File: src/rtl/rs232_tx_arbiter_if.sv
// Requester/transmitter handshake bundle for rs232_tx_arbiter.
// master = arbiter side, slave = requesters plus RS232 transmitter side.
interface rs232_tx_arbiter_if #(
  parameter int NREQ = 2
);
  logic [NREQ-1:0]      req;
  logic [24*NREQ-1:0]   data;
  logic [NREQ-1:0]      ack;
  logic                 frame_done;
  logic                 ctrl_busy;
  logic                 tx_start;
  logic [7:0]           tx_byte;
  logic                 tx_busy;

  modport master (
    input  req, data, tx_busy,
    output ack, frame_done, ctrl_busy, tx_start, tx_byte
  );

  modport slave (
    output req, data, tx_busy,
    input  ack, frame_done, ctrl_busy, tx_start, tx_byte
  );
endinterface

File: src/rtl/rs232_tx_arbiter.sv
// Round-robin sharing of one RS232 byte transmitter between NREQ record sources.
// Optional macro RS232_TX_ARB_ASCII_EN: 9-byte ASCII hex frame instead of the 4-byte raw frame.
module rs232_tx_arbiter #(
  parameter int         NREQ     = 2,
  parameter logic [7:0] TAG_BASE = 8'hA0
) (
  input  logic               clk,
  input  logic               rst_n,
  rs232_tx_arbiter_if.master bus
);

  typedef enum logic [2:0] {
    IDLE      = 3'd0,
    START     = 3'd1,
    WAIT_BUSY = 3'd2,
    WAIT_DONE = 3'd3,
    DONE      = 3'd4
  } state_t;

`ifdef RS232_TX_ARB_ASCII_EN
  localparam logic [3:0] LAST_IDX = 4'd8;

  function automatic logic [7:0] hex_char(input logic [3:0] nib);
    if (nib < 4'd10) begin
      hex_char = 8'h30 + {4'd0, nib};
    end else begin
      hex_char = 8'h37 + {4'd0, nib};
    end
  endfunction

  function automatic logic [7:0] frame_byte(input logic [3:0] bidx, input logic [23:0] rec,
                                            input logic [1:0] gidx);
    case (bidx)
      4'd0:    frame_byte = 8'h30 + {6'd0, gidx};
      4'd1:    frame_byte = hex_char(rec[23:20]);
      4'd2:    frame_byte = hex_char(rec[19:16]);
      4'd3:    frame_byte = hex_char(rec[15:12]);
      4'd4:    frame_byte = hex_char(rec[11:8]);
      4'd5:    frame_byte = hex_char(rec[7:4]);
      4'd6:    frame_byte = hex_char(rec[3:0]);
      4'd7:    frame_byte = 8'h0D;
      4'd8:    frame_byte = 8'h0A;
      default: frame_byte = 8'h00;
    endcase
  endfunction
`else
  localparam logic [3:0] LAST_IDX = 4'd3;

  function automatic logic [7:0] frame_byte(input logic [3:0] bidx, input logic [23:0] rec,
                                            input logic [1:0] gidx);
    case (bidx)
      4'd0:    frame_byte = TAG_BASE | {6'd0, gidx};
      4'd1:    frame_byte = rec[23:16];
      4'd2:    frame_byte = rec[15:8];
      4'd3:    frame_byte = rec[7:0];
      default: frame_byte = 8'h00;
    endcase
  endfunction
`endif

  state_t          state_r;
  logic [1:0]      last_grant_r;
  logic [1:0]      grant_idx_r;
  logic [3:0]      byte_idx_r;
  logic [23:0]     rec_r;
  logic [NREQ-1:0] ack_r;
  logic            frame_done_r;
  logic            ctrl_busy_r;
  logic            tx_start_r;
  logic [7:0]      tx_byte_r;

  logic [3:0]      req_pad_s;
  logic [95:0]     data_pad_s;
  logic [2:0]      cand_s;
  logic            grant_found_s;
  logic [1:0]      grant_idx_s;
  logic [23:0]     grant_rec_s;
  logic [3:0]      grant_onehot_s;

  // Round-robin search: start one past the last grant, wrap, first asserted request wins.
  always_comb begin
    req_pad_s                  = 4'd0;
    req_pad_s[NREQ-1:0]        = bus.req;
    data_pad_s                 = 96'd0;
    data_pad_s[24*NREQ-1:0]    = bus.data;
    cand_s                     = 3'd0;
    grant_found_s              = 1'b0;
    grant_idx_s                = 2'd0;
    for (int k = 1; k <= NREQ; k++) begin
      cand_s = {1'b0, last_grant_r} + 3'(k);
      cand_s = (cand_s >= 3'(NREQ)) ? (cand_s - 3'(NREQ)) : cand_s;
      if (!grant_found_s && req_pad_s[cand_s[1:0]]) begin
        grant_found_s = 1'b1;
        grant_idx_s   = cand_s[1:0];
      end else begin
        grant_idx_s   = grant_idx_s;
      end
    end
    case (grant_idx_s)
      2'd0:    grant_rec_s = data_pad_s[23:0];
      2'd1:    grant_rec_s = data_pad_s[47:24];
      2'd2:    grant_rec_s = data_pad_s[71:48];
      2'd3:    grant_rec_s = data_pad_s[95:72];
      default: grant_rec_s = 24'd0;
    endcase
    grant_onehot_s = 4'b0001 << grant_idx_s;
  end

  // Frame sequencer; strobes are set on the transition into the state that owns them.
  always_ff @(posedge clk or negedge rst_n) begin
    if (!rst_n) begin
      state_r      <= IDLE;
      last_grant_r <= 2'd0;
      grant_idx_r  <= 2'd0;
      byte_idx_r   <= 4'd0;
      rec_r        <= 24'd0;
      ack_r        <= {NREQ{1'b0}};
      frame_done_r <= 1'b0;
      ctrl_busy_r  <= 1'b0;
      tx_start_r   <= 1'b0;
      tx_byte_r    <= 8'd0;
    end else begin
      ack_r        <= {NREQ{1'b0}};
      frame_done_r <= 1'b0;
      tx_start_r   <= 1'b0;
      case (state_r)
        IDLE: begin
          // The transmitter has no reset, so a byte may still be in flight here.
          if (grant_found_s && !bus.tx_busy) begin
            rec_r       <= grant_rec_s;
            grant_idx_r <= grant_idx_s;
            ack_r       <= grant_onehot_s[NREQ-1:0];
            ctrl_busy_r <= 1'b1;
            byte_idx_r  <= 4'd0;
            tx_byte_r   <= frame_byte(4'd0, grant_rec_s, grant_idx_s);
            tx_start_r  <= 1'b1;
            state_r     <= START;
          end else begin
            state_r     <= IDLE;
          end
        end
        START: begin
          state_r <= WAIT_BUSY;
        end
        WAIT_BUSY: begin
          if (bus.tx_busy) begin
            state_r <= WAIT_DONE;
          end else begin
            state_r <= WAIT_BUSY;
          end
        end
        WAIT_DONE: begin
          if (!bus.tx_busy) begin
            if (byte_idx_r < LAST_IDX) begin
              byte_idx_r <= byte_idx_r + 4'd1;
              tx_byte_r  <= frame_byte(byte_idx_r + 4'd1, rec_r, grant_idx_r);
              tx_start_r <= 1'b1;
              state_r    <= START;
            end else begin
              frame_done_r <= 1'b1;
              state_r      <= DONE;
            end
          end else begin
            state_r <= WAIT_DONE;
          end
        end
        DONE: begin
          ctrl_busy_r  <= 1'b0;
          last_grant_r <= grant_idx_r;
          state_r      <= IDLE;
        end
        default: begin
          state_r <= IDLE;
        end
      endcase
    end
  end

  assign bus.ack        = ack_r;
  assign bus.frame_done = frame_done_r;
  assign bus.ctrl_busy  = ctrl_busy_r;
  assign bus.tx_start   = tx_start_r;
  assign bus.tx_byte    = tx_byte_r;

endmodule

File: src/flat_wrapper.sv
// flat-port wrapper written by rule: the top's interface ports become plain ports
module rs232_tx_arbiter_flat 
#(
  parameter int         NREQ     = 2,
  parameter logic [7:0] TAG_BASE = 8'hA0
)
  (clk, rst_n, bus_req, bus_data, bus_tx_busy, bus_ack, bus_frame_done, bus_ctrl_busy, bus_tx_start, bus_tx_byte);
  rs232_tx_arbiter_if #(.NREQ(NREQ)) bus_i ();
  input  logic clk;
  input  logic rst_n;
  input wire logic [$bits(bus_i.req)-1:0] bus_req;
  input wire logic [$bits(bus_i.data)-1:0] bus_data;
  input wire logic [$bits(bus_i.tx_busy)-1:0] bus_tx_busy;
  output wire logic [$bits(bus_i.ack)-1:0] bus_ack;
  output wire logic [$bits(bus_i.frame_done)-1:0] bus_frame_done;
  output wire logic [$bits(bus_i.ctrl_busy)-1:0] bus_ctrl_busy;
  output wire logic [$bits(bus_i.tx_start)-1:0] bus_tx_start;
  output wire logic [$bits(bus_i.tx_byte)-1:0] bus_tx_byte;
  assign bus_i.req = bus_req;
  assign bus_i.data = bus_data;
  assign bus_i.tx_busy = bus_tx_busy;
  assign bus_ack = bus_i.ack;
  assign bus_frame_done = bus_i.frame_done;
  assign bus_ctrl_busy = bus_i.ctrl_busy;
  assign bus_tx_start = bus_i.tx_start;
  assign bus_tx_byte = bus_i.tx_byte;
  rs232_tx_arbiter #(.NREQ(NREQ), .TAG_BASE(TAG_BASE)) u_core (.clk(clk), .rst_n(rst_n), .bus(bus_i));
endmodule
File: config.mk
export PLATFORM = sky130hd
export DESIGN_NAME = rs232_tx_arbiter_flat
export DESIGN_NICKNAME = d
export VERILOG_FILES = /design/src/rtl/rs232_tx_arbiter_if.sv /design/src/rtl/rs232_tx_arbiter.sv /design/src/flat_wrapper.sv
export SDC_FILE = /design/constraint.sdc
export NUM_CORES = 1
export LEC_CHECK = 0
export CAP_MARGIN = 20
export CORE_ASPECT_RATIO = 0.9
export CORE_MARGIN = 4
export CORE_UTILIZATION = 28
export DETAILED_ROUTE_END_ITERATION = 7
export PLACE_DENSITY_LB_ADDON = 0.25
export SYNTH_ARGS = -nofsm -noshare
export SYNTH_HDL_FRONTEND = slang
export SYNTH_SLANG_ARGS = --single-unit
File: constraint.sdc
create_clock -name clk -period 2.05 [get_ports clk]
set_input_delay 0.3075 -clock clk [delete_from_list [all_inputs] [get_ports clk]]
set_output_delay 0.3075 -clock clk [all_outputs]
set_load 0.1 [all_outputs]
Yosys cells after proc, flatten, opt, wreduce, memory -nomap -nowiden
Index checks and enable logic that the tools add are counted.
{"block": "op_classes", "shifts": 1, "eq_ne": 13, "reduce_logical": 13, "add_sub_neg": 5, "magnitude_cmp": 5, "muxes": 36}
{"op": "one-hot mux 24 bit (3 select lines)", "count": 1}
{"op": "one-hot mux 8 bit (4 select lines)", "count": 1}
{"op": "two-way mux 8 bit", "count": 3}
{"op": "one-hot mux 8 bit (2 select lines)", "count": 1}
{"op": "two-way mux 1 bit", "count": 13}
{"op": "two-way mux 2 bit", "count": 6}
{"op": "two-way mux 4 bit", "count": 3}
{"op": "one-hot mux 3 bit (4 select lines)", "count": 1}
{"op": "equality test 4 x 2 -> 1 bit (second input constant)", "count": 2}
{"op": "one-hot mux 4 bit (2 select lines)", "count": 1}
{"op": "equality test 3 x 2 -> 1 bit (second input constant)", "count": 2}
{"op": ">= comparator 3 x 2 -> 1 bit (second input constant)", "count": 2}
{"op": "less-than comparator 2 x 3 -> 1 bit (second input constant)", "count": 2}
{"op": "two-way mux 3 bit", "count": 2}
{"op": "adder 4 x 1 -> 4 bit (second input constant)", "count": 1}
{"op": "binary-select mux 1 bit (select 2 bit)", "count": 2}
{"op": "equality test 2 bit (second input constant)", "count": 2}
{"op": "equality test 4 x 1 -> 1 bit (second input constant)", "count": 1}
{"op": "zero test 4 bit", "count": 1}
{"op": "less-than comparator 4 x 2 -> 1 bit (second input constant)", "count": 1}
{"op": "inequality test 2 x 1 -> 1 bit (second input constant)", "count": 2}
{"op": "one-hot mux 1 bit (2 select lines)", "count": 2}
{"op": "AND reduction 2 bit", "count": 2}
{"op": "AND reduction 4 bit", "count": 1}
{"op": "14 further kinds", "count": 18}
{"block": "totals", "out_inout_bits": 13, "elab_cells": 83, "regBits": 48}

Logic depth before layout (Yosys ltp)
Gate-level depths: netlist of the first run.
{"block": "depth", "ltp_word": 12, "mapped_depth": 7, "ltp_nobuf": 6}

Least setup slack after synthesis of the first run
No wires, ideal clock.
{"block": "synth_path", "path_type": "register -> register", "start": "register u_core.byte_idx_r[0]", "end": "register u_core.tx_byte_r[0] (netlist: u_core.bus.tx_byte[0])", "synth_period_minus_slack_ns": 1.674, "arrival_time_ns": 1.550, "n_path_buf": 1, "path_stages_with_launch": 8, "required_time_ns": 1.926, "setup_ns": 0.124, "path_slack_ns": 0.376, "cell_sequence": "dfrtp_1 -> inv_1 -> ha_1 -> clkbuf_1 -> a22o_1 -> a221oi_1 -> nor4_1 -> a211o_1"}
{"block": "synth_via", "elab_chain_cells": 6, "word_cells_on_any_way": 12, "classes_between": "1 x add/sub; 1 x order compare; 4 x eq/ne; 4 x mux; 2 x reduce/logical"}
{"element": "from (decl)", "line_no": "rs232_tx_arbiter.sv:64", "rtl": "logic [3:0] byte_idx_r;"}
{"element": "from (signal assigned)", "line_no": "rs232_tx_arbiter.sv:155", "rtl": "byte_idx_r <= byte_idx_r + 4'd1;"}
{"element": "adder 4 x 1 -> 4 bit", "line_no": "rs232_tx_arbiter.sv:156", "rtl": "tx_byte_r <= frame_byte(byte_idx_r + 4'd1, rec_r, grant_idx_r);"}
{"element": "equality test 4 x 2 -> 1 bit (tied with other cells)", "line_no": "rs232_tx_arbiter.sv:51", "rtl": "case (bidx)"}
{"element": "one-hot mux 8 bit (4 select lines)", "line_no": "rs232_tx_arbiter.sv:51"}
{"element": "two-way mux 8 bit", "line_no": "rs232_tx_arbiter.sv:154", "rtl": "if (byte_idx_r < LAST_IDX) begin"}
{"element": "two-way mux 8 bit", "line_no": "rs232_tx_arbiter.sv:153", "rtl": "if (!bus.tx_busy) begin"}
{"element": "one-hot mux 8 bit (2 select lines)", "line_no": "rs232_tx_arbiter.sv:126", "rtl": "case (state_r)"}
{"element": "to (signal assigned)", "line_no": "rs232_tx_arbiter.sv:135", "rtl": "tx_byte_r <= frame_byte(4'd0, grant_rec_s, grant_idx_s);"}
{"element": "to (signal assigned)", "line_no": "rs232_tx_arbiter.sv:156"}
{"element": "to (decl)", "line_no": "rs232_tx_arbiter.sv:70", "rtl": "logic [7:0] tx_byte_r;"}
Several ways; a longest one is shown, not always the timed one. The select of a mux whose other input is x is not followed.
A chain may end at the register's enable or synchronous reset.

Worst setup path in the final report of the first run
{"block": "layout_path", "start": "register u_core.byte_idx_r[1]", "end": "register u_core.tx_byte_r[0] (netlist: u_core.bus.tx_byte[0])"}
The elaborated chain is that of the path after synthesis.

==> results of run 1 <==
metrics by stage:
stage          area [sq um]   util  hold WS (ns)  instances
5_1_grt                3180  0.411         0.140        372
6_report               3180  0.411        0.0826        372
3_5_place_dp           3040  0.393         0.449        364
2_1_floorplan          2270      -        0.0119        205
4_1_cts                3180  0.411         0.112        372
3_3_place_gp           3040  0.393         0.447        364
state kept, by name, indices dropped and copies added (netlist names):
name                   cells
u_core.state_r             3
u_core.bus.ack             2
u_core.bus.tx_byte         8
u_core.last_grant_r        2
u_core.bus.tx_start        1
u_core.rec_r              24
u_core.grant_idx_r         2
u_core.bus.frame_done      1
u_core.byte_idx_r          4
u_core.bus.ctrl_busy       1
synthesized netlist by cell type (all sizes together):
cell / n
nand4: 1
a21o: 2
a211o: 1
and3: 2
mux2: 2
o2bb2ai: 5
o21a: 1
a21boi: 1
o22ai: 1
or2: 1
ha: 5
a221oi: 2
buf: 7
nor2b: 1
nor3: 2
a222oi: 6
o21ai: 27
nand2: 30
a22oi: 1
inv: 5
nor4: 4
mux2i: 25
o211ai: 1
nor2: 7
a22o: 2
a21oi: 3
nand3: 2
clkbuf: 4
a2bb2oi: 2
and2: 4
dfrtp: 48
per-layer routing:
| metal | share of wire | vias up |
|---|---|---|
| met3 | 0.075 | 7 |
| met2 | 0.46 | 51 |
| met4 | 0.0098 | 0 |
| met1 | 0.46 | 824 |
| li1 | - | 887 |
| met5 | 0 | - |
power by group:
group	switching [mW]	internal [mW]	total, mW
clock	0.334	0.491	0.825
combinational	1.18	0.655	1.83
sequential	0.246	1.29	1.54
cell type report:
type | instances | area [sq um] | area share
clock buffer | 5 | 68.8 | 0.0217
clock inverter | 3 | 68.8 | 0.0217
inverter | 5 | 18.8 | 0.00591
multi-input combinational | 141 | 1000 | 0.316
sequential | 48 | 1200 | 0.378
tap | 96 | 120 | 0.0378
timing repair buffer | 74 | 693 | 0.218
placed cells by master, fill, tap and decap left out, drive strengths merged:
cell and instances:
or2 1, and2 4, and3 2, a221oi 2, o211ai 1, mux2i 25
bufinv 2, a222oi 6, clkdlybuf4s50 51, o21ai 27, o2bb2ai 5, clkbuf 5
buf 23, nand3 2, o21a 1, a21o 2, mux2 2, o22ai 1
ha 5, a22o 2, a21boi 1, nor2b 1, a22oi 1, dfrtp 48
nor4 4, nand4 1, nor3 2, inv 6, nand2 30, a211o 1
a21oi 3, a2bb2oi 2, nor2 7
critical path, stage by stage, from the launching register on:
cell     delay [ns]
dfrtp_1        0.46
ha_1           0.27
nor3_4         0.27
nand4_4        0.17
and3_1         0.22
a211o_1        0.26
cell families after synthesis:
logic type,after synthesis
AO/OA/AOI/OAI,55
AND/OR/NAND/NOR,54
flip-flops,48
multiplexers,27
buffers and inverters,16
adder cells (fa/ha/maj),5
worst paths after layout:
path	endpoint	slack (ns)	depth (start not counted)	from
worst min-delay path	u_core.state_r[2]	0.08	2	rst_n
worst max register to register	u_core.bus.tx_byte[0]	0.30	5	u_core.byte_idx_r[1]
min in group clk	u_core.rec_r[18]	0.48	2	u_core.rec_r[18]
worst min register to register	u_core.rec_r[18]	0.48	2	u_core.rec_r[18]
worst max-delay path	u_core.bus.tx_byte[0]	0.30	5	u_core.byte_idx_r[1]
max in group asynchronous	u_core.rec_r[7]	1.57	2	rst_n
==> impl_metrics.py, run 1 <==
metrics = {
    "timing": {
        "finalSetupViolCount": 0,
        "maxSlewViolCount": 0,
        "clock_skew_ns": 0.00559,
        "layout_setup_ws_ns": 0.301,
        "maxSlewHeadroom": 0.603,
        "rsz0062_at_grt": "no",
        "period_minus_slack_ns": 1.75,
        "finalSetupTns_ns": 0,
        "hold_viol": 0,
        "finalCritPeriodShare": 0.853,
        "tightest_slew_ns": 0.595,
        "fmax_mhz": 572,
    },
    "routing": {
        "drtAntennaViolNets": 0,
        "first_pass_iters": 4,
        "wl_um": 5290,
        "wl_per_cell_um": 14.2,
        "vias_per_cell": 4.76,
        "vias": 1769,
        "drc": 0,
        "drtIter0Drc": 61,
    },
    "yosys": {
        "yosysTopAreaCell": "dfrtp_1",
        "ys_ff_latch": 48,
        "synth_nets": 263,
        "yosysWarnings": 0,
        "avgSynthCellArea_sq_um": 11.1,
        "yosys.area_share.xor_xnor": 0,
        "synth_compound_area_frac": 0.167,
        "synth_top_area_frac": 0.529,
        "synth_top_family_by_area": "compound AO/OA/AOI/OAI gates",
        "synth-adder-area-share": 0.0276,
        "synth.area.top_cells": "dfrtp_1 53%, mux2i_1 11%, nand2_1 4.8%",
        "yosysUniqueCellTypes": 40,
        "syn_area_sq_um": 2270,
        "ys_seq_area_frac": 0.529,
        "synth_mux_area_frac": 0.120,
        "syn_inst": 205,
        "yosys.area_share.simple": 0.124,
    },
    "cells_and_area": {
        "fin_nets": 333,
        "diodes": 0,
        "area_delta_synth_final_pct": 39.9,
        "drive_gt1_frac": 0.156,
        "num-fill-cells": 792,
    },
    "pwr": {
        "p_leak_nw": 1.48,
        "p_total_mw": 4.20,
        "p_per_area_nw_per_um2": 1320,
        "peakVddDrop_v": 0.000367,
    },
    "global_routing": {
        "antenna_found_initial": 0,
        "use_met1": 0.164,
        "gr-usage-met3": 0.0410,
        "grt_pass1_vias": 1772,
        "grt_pass1_wl_um": 8850,
        "busiest_layer": "met2",
        "met2_usage": 0.175,
        "gr-total-overflow": 0,
        "grt_max_degree": 49,
        "grt_use_total": 0.118,
    },
    "critical_path": {
        "crit_path_end_kind": "flop",
        "crit_required_ns": 2.25,
        "path_class": "reg -> reg",
        "start_kind": "flop",
        "worstPathArrival_ns": 1.95,
        "critPathMaxFanout": 6,
    },
    "worst_hold_path": {
        "hp-class": "in -> async",
    },
    "floorplan": {
        "placementRows": 30,
        "start_util": 0.294,
        "dieArea_sq_um": 9610,
        "coreArea_sq_um": 7730,
        "die_w_um": 103,
        "die_y_um": 93.4,
        "io_pins": 66,
    },
    "cts": {
        "postCtsResizedCells": 0,
        "clk_latency_ns": 0.31,
        "ctsRootBufferMaster": "clkbuf_8",
        "cts_setup_buffers": 0,
        "clk_path_buf_depth": 2,
        "cts_tree": "built",
        "postCtsHoldBufs": 0,
        "cts.sinks": 48,
        "htree_levels": 2,
        "cts_made_buffers": 5,
        "clk_pin_slew_ns": 0.09,
    },
    "run_status": {
        "status": "finished clean",
    },
    "placed_design": {
        "port-buffer-count": 65,
        "gp_congestion": 0.769,
        "dpl.hpwl_um": 4060,
        "dpl_worst_slack_ns": 0.261,
    },
    "run": {
        "maxCapViolations": 0,
    },
}
Power figures use the tool's default switching activity.
==> run 2, diff against run 1 <==
CORE_UTILIZATION = 45   (was 28)
==> run 2 against run 1 <==
Via count down 1.0%. Highest routed layer unchanged. Critical endpoint unchanged. Cell area down 3.2%. Sequential power about the same. Setup slack worse by 0.023 ns.
==> impl_metrics.py, run 2 (same netlist as run 1, synthesis figures left out) <==
metrics = {
    "global_routing": {
        "gr-total-overflow": 0,
        "antenna_found_initial": 0,
        "grt_use_total": 0.161,
        "grt_max_degree": 56,
        "grt_pass1_wl_um": 7820,
        "grt_pass1_vias": 1622,
    },
    "critical_path": {
        "startpoint": "u_core.byte_idx_r[0]",
        "crit_required_ns": 2.25,
        "path_class": "reg -> reg",
        "slowest_delay_ns": 0.44,
        "cp_slowest_cell": "dfrtp_1",
        "path_cells": "ha_1, nor3_4, nand4_4, and3_1, a211o_1",
        "ff2ff_path_depth": 5,
        "worstReg2RegStart": "u_core.byte_idx_r[0]",
        "ff2ff_setup_slack_ns": 0.28,
        "critPathMaxFanout": 6,
        "start_kind": "flop",
        "timing.rr.end": "u_core.bus.tx_byte[0]",
        "crit_path_end_kind": "flop",
        "worstPathArrival_ns": 1.97,
    },
    "cts": {
        "ctsRootBufferMaster": "clkbuf_8",
        "cts_tree": "built",
        "clk_pin_slew_ns": 0.09,
        "cts.sinks": 48,
        "cts_setup_buffers": 0,
        "postCtsResizedCells": 0,
        "cts_made_buffers": 5,
        "htree_levels": 2,
        "clk_path_buf_depth": 2,
        "postCtsHoldBufs": 0,
        "clk_latency_ns": 0.30,
    },
    "routing": {
        "drtIter0Drc": 95,
        "vias_per_cell": 5.20,
        "drtAntennaViolNets": 0,
        "wl_per_cell_um": 14.4,
        "drc": 0,
        "vias": 1751,
        "first_pass_iters": 4,
        "wl_um": 4860,
    },
    "cells_and_area": {
        "top_register": "u_core.rec_r",
        "final_common_cell": "clkdlybuf4s50_1",
        "diodes": 0,
        "fin_nets": 329,
        "multi_input_area_sq_um": 1000,
        "most-common-layout-cells": "51 x clkdlybuf4s50_1, 48 x dfrtp_1, 29 x nand2_1",
        "largest_reg_flops": 24,
        "num-fill-cells": 415,
        "drive_gt1_frac": 0.143,
        "seq_area_sq_um": 1200,
        "area_delta_synth_final_pct": 35.4,
    },
    "floorplan": {
        "dieArea_sq_um": 6250,
        "io_pins": 66,
        "die_w_um": 82.9,
        "coreArea_sq_um": 4860,
        "start_util": 0.467,
        "die_y_um": 75.4,
        "placementRows": 24,
    },
    "timing": {
        "tightest_slew_ns": 0.584,
        "maxSlewViolCount": 0,
        "rsz0062_at_grt": "no",
        "maxSlewHeadroom": 0.611,
        "finalCritPeriodShare": 0.864,
        "clock_skew_ns": 0.00444,
        "hold_slack_ns": 0.0785,
        "period_minus_slack_ns": 1.77,
        "hold_viol": 0,
        "finalSetupTns_ns": 0,
        "finalSetupViolCount": 0,
        "fmax_mhz": 564,
    },
    "placed_design": {
        "dpl.hpwl_um": 3630,
        "gp_congestion": 0.756,
        "port-buffer-count": 65,
    },
    "worst_hold_path": {
        "hp-class": "in -> async",
    },
    "pwr": {
        "peakVddDrop_v": 0.000852,
        "p_leak_nw": 1.44,
        "p_per_area_nw_per_um2": 1280,
    },
    "run_status": {
        "status": "finished clean",
    },
    "run": {
        "maxCapViolations": 0,
    },
}
==> run 2: power by group <==
group	leakage, nW	switching [mW]	internal [mW]	total, mW
combinational	0.783	1.16	0.642	1.80
sequential	0.610	0.246	1.29	1.54
clock	0.0510	0.313	0.270	0.582
==> run 2: area by class of cell <==
class | count | share of cell area
Tap cell | 65 | 0.0265
Inverter | 5 | 0.00611
Clock inverter | 2 | 0.00326
Clock buffer | 6 | 0.0269
Timing Repair Buffer | 70 | 0.220
Multi-Input combinational cell | 141 | 0.327
Sequential cell | 48 | 0.391
==> run 2: worst max-delay path: cells and delay by family (launching register included) <==
family / cells / cell delay [ns]
AO/OA/AOI/OAI: 1 / 0.25
adder cells (fa/ha/maj): 1 / 0.28
flip-flops: 1 / 0.44
AND/OR/NAND/NOR: 3 / 0.68
==> run 2: worst max-delay path by stage <==
stage | slack (ns) | end
floorplan | 0.38 | u_core.bus.tx_byte[0]
global placement | 0.22 | u_core.bus.tx_byte[5]
detailed placement | 0.18 | u_core.bus.tx_byte[7]
CTS | 0.28 | u_core.bus.tx_byte[0]
global route | 0.17 | u_core.bus.tx_byte[6]
finish | 0.28 | u_core.bus.tx_byte[0]
==> run 2: stage by stage <==
step	std cells	setup WS, ns	utilization	cell area, sq um	total power, mW
2_1_floorplan	205	0.376	-	2270	2.84
3_3_place_gp	329	0.225	0.613	2980	3.34
3_5_place_dp	329	0.185	0.613	2980	3.39
4_1_cts	337	0.275	0.632	3070	3.96
5_1_grt	337	0.174	0.632	3070	4.19
6_report	337	0.278	0.632	3070	3.93
==> run 2: layer usage <==
| metal | routed length, um | global-route usage | share of wire | up-vias |
|---|---|---|---|---|
| met2 | 2360 | 0.260 | 0.49 | 53 |
| met3 | 338 | 0.0530 | 0.069 | 6 |
| met5 | 0 | 0 | 0 | - |
| met4 | 65 | 0.0544 | 0.013 | 0 |
| met1 | 2100 | 0.208 | 0.43 | 817 |
| li1 | - | - | - | 875 |
